### src/rtl/word_serializer_pkg.sv
// Shared definitions for the word serializer: FSM state encodings and width helpers.
package word_serializer_pkg;

    localparam logic [1:0] ST_IDLE  = 2'd0;
    localparam logic [1:0] ST_SHIFT = 2'd1;
    localparam logic [1:0] ST_GAP   = 2'd2;

    typedef enum logic [1:0] {
        S_IDLE  = ST_IDLE,
        S_SHIFT = ST_SHIFT,
        S_GAP   = ST_GAP
    } state_e;

    // Counter widths never collapse to zero bits.
    function automatic int unsigned min1(input int unsigned x);
        return (x < 1) ? 1 : x;
    endfunction

endpackage

### src/rtl/word_serializer_if.sv
// Parallel-in handshake plus serial-out stream of the word serializer.
interface word_serializer_if #(
    parameter int unsigned WIDTH = 8
);
    logic [WIDTH-1:0] in_data;
    logic             in_valid;
    logic             in_ready;
    logic             data;
    logic             data_valid;
    logic             last;

    modport master (
        output in_data, in_valid,
        input  in_ready, data, data_valid, last
    );

    modport slave (
        input  in_data, in_valid,
        output in_ready, data, data_valid, last
    );
endinterface

### src/rtl/word_serializer.sv
// Serializes WIDTH-bit words one bit per cycle, with an optional idle gap after each word.
module word_serializer
    import word_serializer_pkg::*;
#(
    parameter int unsigned WIDTH     = 8,
    parameter int unsigned GAP       = 0,
    parameter bit          MSB_FIRST = 1'b1
) (
    input  logic             clk,
    input  logic             rst,
    word_serializer_if.slave bus
);

    localparam int unsigned      CNT_W       = min1($clog2(WIDTH));
    localparam int unsigned      GAP_W       = min1($clog2(GAP + 1));
    localparam logic [CNT_W-1:0] CNT_LAST    = CNT_W'(WIDTH - 1);
    localparam logic [CNT_W-1:0] CNT_PRELAST = CNT_W'(WIDTH - 2);
    localparam logic [GAP_W-1:0] GAP_LAST    = GAP_W'((GAP > 0) ? GAP - 1 : 0);

    state_e           r_state;
    logic [WIDTH-1:0] r_shift;
    logic [CNT_W-1:0] r_cnt;
    logic [GAP_W-1:0] r_gap_cnt;
    logic             r_data;
    logic             r_data_valid;
    logic             r_last;
    logic             r_in_ready;
    logic             w_accept;

    function automatic logic first_bit(input logic [WIDTH-1:0] w);
        return MSB_FIRST ? w[WIDTH-1] : w[0];
    endfunction

    function automatic logic [WIDTH-1:0] advance(input logic [WIDTH-1:0] w);
        return MSB_FIRST ? (w << 1) : (w >> 1);
    endfunction

    // in_ready is only ever high in IDLE or on a GAP=0 last-bit cycle, so any accept is a load.
    assign w_accept = bus.in_valid && r_in_ready;

    always_ff @(posedge clk) begin
        if (rst) begin
            r_state      <= S_IDLE;
            r_shift      <= '0;
            r_cnt        <= '0;
            r_gap_cnt    <= '0;
            r_data       <= 1'b0;
            r_data_valid <= 1'b0;
            r_last       <= 1'b0;
            r_in_ready   <= 1'b0;
        end else if (w_accept) begin
            r_state      <= S_SHIFT;
            r_shift      <= advance(bus.in_data);
            r_cnt        <= '0;
            r_data       <= first_bit(bus.in_data);
            r_data_valid <= 1'b1;
            r_last       <= 1'b0;
            r_in_ready   <= 1'b0;
        end else begin
            case (r_state)
                S_IDLE: begin
                    r_in_ready   <= 1'b1;
                    r_data       <= 1'b0;
                    r_data_valid <= 1'b0;
                    r_last       <= 1'b0;
                end
                S_SHIFT: begin
                    if (r_cnt == CNT_LAST) begin
                        r_cnt        <= '0;
                        r_shift      <= '0;
                        r_data       <= 1'b0;
                        r_data_valid <= 1'b0;
                        r_last       <= 1'b0;
                        r_gap_cnt    <= '0;
                        if (GAP == 0) begin
                            r_state    <= S_IDLE;
                            r_in_ready <= 1'b1;
                        end else begin
                            r_state    <= S_GAP;
                            r_in_ready <= 1'b0;
                        end
                    end else begin
                        r_cnt        <= r_cnt + CNT_W'(1);
                        r_data       <= first_bit(r_shift);
                        r_shift      <= advance(r_shift);
                        r_data_valid <= 1'b1;
                        r_last       <= (r_cnt == CNT_PRELAST);
                        r_in_ready   <= (GAP == 0) && (r_cnt == CNT_PRELAST);
                    end
                end
                S_GAP: begin
                    if (r_gap_cnt == GAP_LAST) begin
                        r_state    <= S_IDLE;
                        r_in_ready <= 1'b1;
                    end else begin
                        r_gap_cnt  <= r_gap_cnt + GAP_W'(1);
                    end
                end
                default: begin
                    r_state    <= S_IDLE;
                    r_in_ready <= 1'b0;
                end
            endcase
        end
    end

    assign bus.in_ready   = r_in_ready;
    assign bus.data       = r_data;
    assign bus.data_valid = r_data_valid;
    assign bus.last       = r_last;

endmodule

### src/flat_wrapper.sv
// flat-port wrapper written by rule: the top's interface ports become plain ports
module word_serializer_flat import word_serializer_pkg::*;
#(
    parameter int unsigned WIDTH     = 8,
    parameter int unsigned GAP       = 0,
    parameter bit          MSB_FIRST = 1'b1
)
  (clk, rst, bus_in_data, bus_in_valid, bus_in_ready, bus_data, bus_data_valid, bus_last);
  word_serializer_if #(.WIDTH(WIDTH)) bus_i ();
  input  logic clk;
  input  logic rst;
  input wire logic [$bits(bus_i.in_data)-1:0] bus_in_data;
  input wire logic [$bits(bus_i.in_valid)-1:0] bus_in_valid;
  output wire logic [$bits(bus_i.in_ready)-1:0] bus_in_ready;
  output wire logic [$bits(bus_i.data)-1:0] bus_data;
  output wire logic [$bits(bus_i.data_valid)-1:0] bus_data_valid;
  output wire logic [$bits(bus_i.last)-1:0] bus_last;
  assign bus_i.in_data = bus_in_data;
  assign bus_i.in_valid = bus_in_valid;
  assign bus_in_ready = bus_i.in_ready;
  assign bus_data = bus_i.data;
  assign bus_data_valid = bus_i.data_valid;
  assign bus_last = bus_i.last;
  word_serializer #(.WIDTH(WIDTH), .GAP(GAP), .MSB_FIRST(MSB_FIRST)) u_core (.clk(clk), .rst(rst), .bus(bus_i));
endmodule
### config.mk
export PLATFORM = sky130hd
export DESIGN_NAME = word_serializer_flat
export DESIGN_NICKNAME = d
export VERILOG_FILES = /design/src/rtl/word_serializer_pkg.sv /design/src/rtl/word_serializer_if.sv /design/src/rtl/word_serializer.sv /design/src/flat_wrapper.sv
export SDC_FILE = /design/constraint.sdc
export NUM_CORES = 1
export LEC_CHECK = 0
export BUFFER_PORTS_ARGS = -buffer_cell sky130_fd_sc_hd__buf_2
export CORE_AREA = 2 2 39 41
export CTS_BUF_LIST = sky130_fd_sc_hd__clkbuf_2
export DETAILED_ROUTE_END_ITERATION = 6
export DIE_AREA = 0 0 41 43
export GPL_ROUTABILITY_DRIVEN = 0
export PLACE_DENSITY = 0.66
export SETUP_SLACK_MARGIN = 0.15
export SLEW_MARGIN = 20
export SYNTH_ARGS = -nofsm -noshare
export SYNTH_HDL_FRONTEND = slang
export SYNTH_SLANG_ARGS = --single-unit
### constraint.sdc
create_clock -name clk -period 1.3 [get_ports clk]
set_input_delay 0.26 -clock clk [delete_from_list [all_inputs] [get_ports clk]]
set_output_delay 0.26 -clock clk [all_outputs]
set_load 0.02 [all_outputs]
# == Word level (Yosys, flattened, before mapping) ==
# Cells that the tools add are included.
# op_classes
addsub,2
mul,0
div_mod_pow,0
order_cmp,0
eq_ne,9
n_shift,0
muxes,22
bitwise_logic,2
reduce_logical,10
# op_table
operator,count
8-bit two-way mux,3
1-bit two-way mux,10
3-bit AND reduction,3
1-bit case mux with 2 select lines,4
3-bit equality test (second input constant),2
2-bit case mux with 3 select lines,1
2-bit nonzero test,3
2-bit two-way mux,2
2-bit by 1-bit != test with 1-bit output (second input constant),2
3-bit by 1-bit adder with 3-bit output (second input constant),1
3-bit two-way mux,1
3-bit by 1-bit != test with 1-bit output (second input constant),1
3-bit != test (second input constant),1
1-bit case mux with 3 select lines,1
3-bit nonzero test,1
2-bit by 1-bit equality test with 1-bit output (second input constant),1
2-bit equality test (second input constant),1
2-bit logical NOT,1
2-bit != test (second input constant),1
1-bit inverter,2
2-bit OR reduction,1
1-bit adder (second input constant),1
1-bit logical AND,1
# totals
regBits,18
latch_bits,0
ram_bits,0
rom_bits,0
inputBits,11
n_memories,0

# == Depth between registers and ports, before layout ==
# depth
ltp_word,4
depth_mapped,5
mapped_depth_nobuf,5

# == Worst setup path after synthesis ==
# No wires, ideal clock.
# synth_path
kind,reg-to-reg
start,reg u_core.r_cnt[1]
end,reg u_core.r_shift[4]
setup_time_ns,0.125
arrival_ns,1.084
t_required_ns,1.175
setup_slack_ns,0.092
path_stages_with_launch,6
n_path_buf,0
period_less_slack_ns,1.208
path_cell_list,dfxtp_1 > ha_1 > ha_1 > and2b_4 > a221oi_1 > nor3_1
# synth_via
elab_chain_len,4
# synth_rtl
item,line,source
"start, declared",word_serializer.sv:22,logic [CNT_W-1:0] r_cnt;
"start signal, assigned",word_serializer.sv:83,r_cnt <= r_cnt + CNT_W'(1);
3-bit equality test,word_serializer.sv:68,if (r_cnt == CNT_LAST) begin
8-bit two-way mux,word_serializer.sv:68,
8-bit two-way mux,word_serializer.sv:60,case (r_state)
8-bit two-way mux,word_serializer.sv:51,end else if (w_accept) begin
"end signal, assigned",word_serializer.sv:53,r_shift <= advance(bus.in_data);
"end signal, assigned",word_serializer.sv:85,r_shift <= advance(r_shift);
"end, declared",word_serializer.sv:21,logic [WIDTH-1:0] r_shift;
# No other way between the ends. The select of a mux whose other input is x is not followed.
# A chain may end at the register's enable or synchronous reset.

# == Worst setup path after layout ==
# Same ends and word-level chain as after synthesis.

==> key figures <==
GRT
  • GRT Max-Usage Layer: met1
  • GR Layer Usage met3: 0.0314
  • Grt total ovfl: 0
  • Met1 Use GR: 0.210
  • First-pass GRT wire length: 1.72 mm
  • Initial antenna violation count: 0
  • Vias in the first global route: 426
  • Total Routing Usage GR: 0.146
  • Largest net degree at the start of global routing: 10
  • Met2 Resource Use GR: 0.188

Detailed routing
  • Initial DRT Pass Iterations: 2
  • Final wirelength: around 1.1 mm
  • DR iter-0 viols: 5
  • Vias per cell: 5.04
  • Via count: approximately 480
  • Routed len/inst: 11.6 µm
  • Final ANT Viol Nets: 0
  • DRC viols: 0

Clock network
  • Inserted Clock Buffers: 3
  • CTS H-tree depth: 1
  • Clock Tree Root: clkbuf_2
  • Number of clock sinks: 15
  • Reg clk slew, reported paths: 0.16 ns
  • Longest Clk Path Bufs: 2
  • Hold bufs inserted after CTS: 0
  • CTS tree: yes
  • Clock Latency Late Sink: 0.28 ns

Cells and area
  • Final nets: between 90 and 100
  • Non-filler cells, final: 95
  • Commonest non-fill, non-tap cell in the layout: buf_2
  • Ratio of cells with drive above 1 in the final layout: 0.494
  • Antenna cells: 0
  • Final core occ: 0.576
  • Commonest cells after routing, fill and taps aside: buf_2, dfxtp_1, nor2_1
  • Area growth syn-to-layout: 35.0%

Yosys
  • Distinct cells, synth: 18
  • #FFs+latches synth: 15
  • Mapped Area: 591 µm²
  • Gate Count Post-Synth: 60
  • Sequential-to-total area share from yosys stat: 0.508
  • Synth Warn #: 0
  • Avg Inst Size Synth: 9.84 µm²
  • Net Count, Synth: 74

Timing
  • Max-slew headroom: 0.777
  • Period utilization: 0.931
  • Setup TNS: 0 ns
  • RSZ-0062 raised after global routing: yes
  • Worst slew pin tran: 0.334 ns
  • Fin crit period: roughly 1.2 ns
  • Hold Fails Final Rpt: 0
  • Setup Skew: 0.0116 ns
  • Final setup fails: 0
  • Slew Limit Fails: 0
  • F_max: 826 MHz

Critical path
  • Critical Path, Cell by Cell: ha_4 -> ha_4 -> and2b_4 -> a221oi_2 -> nor3_1
  • Cell repeated most along the worst path: ha_4
  • Critical path startpoint category: flip-flop
  • Crit path max fanout: 5
  • Req. time, crit path: 1.48 ns
  • Crit path max-delay family: flip-flops
  • CP Capture Type: flip-flop
  • Critical path type: reg -> reg
  • Slowest stage delay, CP: around 0.38 ns
  • Slowest CP cell: dfxtp_2
  • Number of buffer and inverter stages on the critical path: 0
  • Worst Path Arrival: between 1 and 1.5 ns

Pwr
  • Internal Power: 0.000620 W
  • PwrDens: 1090 nW/µm²
  • Lkg Pwr: about 0.34 nW
  • Switching Share: 0.284
  • Logic pwr share: 0.156
  • Reg power frac: 0.587
  • Net switching power: 0.000247 W
  • Peak VDD IR: roughly 0.00072 V
  • Clk pwr share: 0.257

Floorplan
  • Starting Density: 0.427
  • Die area: 1760 µm²
  • Die H: 43 µm
  • IO Pins: 15
  • Row Count: 14
  • Die W: 41 µm
  • Core Region: 1380 µm²

Outcome
  • Outcome: finished, final reports clean

Place
  • Port Buffer Count: 14
  • Post-DP HPWL: 822 µm
  • Dpl cells: 90

Hold path
  • Min-delay worst type: in -> reg

Flow run
  • Max Cap Viol: 0
[state kept, by name, indices dropped and copies added, names as in the netlist]
register               flops
u_core.r_shift             7
u_core.bus.in_ready        1
u_core.r_state             1
u_core.r_cnt               3
u_core.bus.last            1
u_core.bus.data            1
u_core.bus.data_valid      1
[stage by stage]
stage          total power [W]  hold WS, ns  worst slack (ns)  instance area [µm²]
6_report              0.000867        0.190            0.0892                  797
5_1_grt               0.000912        0.190            0.0274                  797
4_1_cts               0.000868        0.186            0.0803                  779
3_5_place_dp          0.000638        0.452            0.0582                  731
3_3_place_gp          0.000637        0.449            0.0786                  731
2_1_floorplan         0.000597        0.329             0.116                  638
[power groups by stage]
stage               Clock (W)  Combinational, W  Sequential (W)
floorplan                   0         0.0000756        0.000522
global placement            0          0.000119        0.000518
detailed placement          0          0.000121        0.000517
CTS                  0.000230          0.000130        0.000508
global route         0.000249          0.000149        0.000513
finish               0.000222          0.000135        0.000509
[Yosys cell counts]
cell type,count,area [µm²]
inv_2,1,3.75
nand2_1,5,18.8
a21oi_1,3,15.0
mux2i_1,5,50.1
a211oi_1,1,7.51
a21o_1,2,15.0
o2bb2ai_1,3,26.3
inv_1,3,11.3
buf_2,1,5.00
nor3_1,4,20.0
nor2_1,7,26.3
nand3_1,1,5.00
ha_1,3,37.5
a221oi_1,3,26.3
and2_1,1,6.26
and2b_4,1,10.0
nand2b_1,1,6.26
dfxtp_1,15,300
[layer usage]
layer	routed length, µm	share of wire	vias to the layer above
li1	-	-	250
met1	525	0.48	217
met2	512	0.46	10
met3	56	0.051	2
met4	9	0.0082	0
met5	0	0	-
[area by class of cell]
class,instances,area [µm²]
Sequential cell,15,304
Inverter,4,15.0
Tap cell,16,20.0
Clock inverter,1,5.00
Multi-Input combinational cell,40,353
Clock buffer,3,15.0
Timing Repair Buffer,16,85.1
Fill cell,128,587
[logic make-up (layout without fill, tap and decap cells)]
logic type,after synthesis,after routing,synth area share
AND/OR/NAND/NOR,20,20,0.157
flip-flops,15,15,0.508
AO/OA/AOI/OAI,12,12,0.153
multiplexers,5,5,0.0847
buffers and inverters,5,24,0.0339
adder cells (fa/ha/maj),3,3,0.0636
[worst paths after layout]
kind / start / to / slack (ns) / cells after the start
worst min register to register: u_core.r_shift[2] / u_core.r_shift[2] / 0.49 / 1
worst max register to register: u_core.r_cnt[1] / u_core.r_shift[4] / 0.09 / 5
worst max-delay path: u_core.r_cnt[1] / u_core.r_shift[4] / 0.09 / 5
worst min-delay path: bus_in_data[0] / u_core.r_shift[1] / 0.19 / 3
[repair_timing]
action                                  CTS  global route
endpoints found under the setup margin   10            11
pin swaps                                 4             1
resized for setup                         3             6
setup buffers                             1             0
[worst min-delay path, cell delays in order]
cell	delay [ns]
buf_2	0.10
nand2_1	0.04
a21oi_1	0.05
Power figures use the tool's default switching activity.
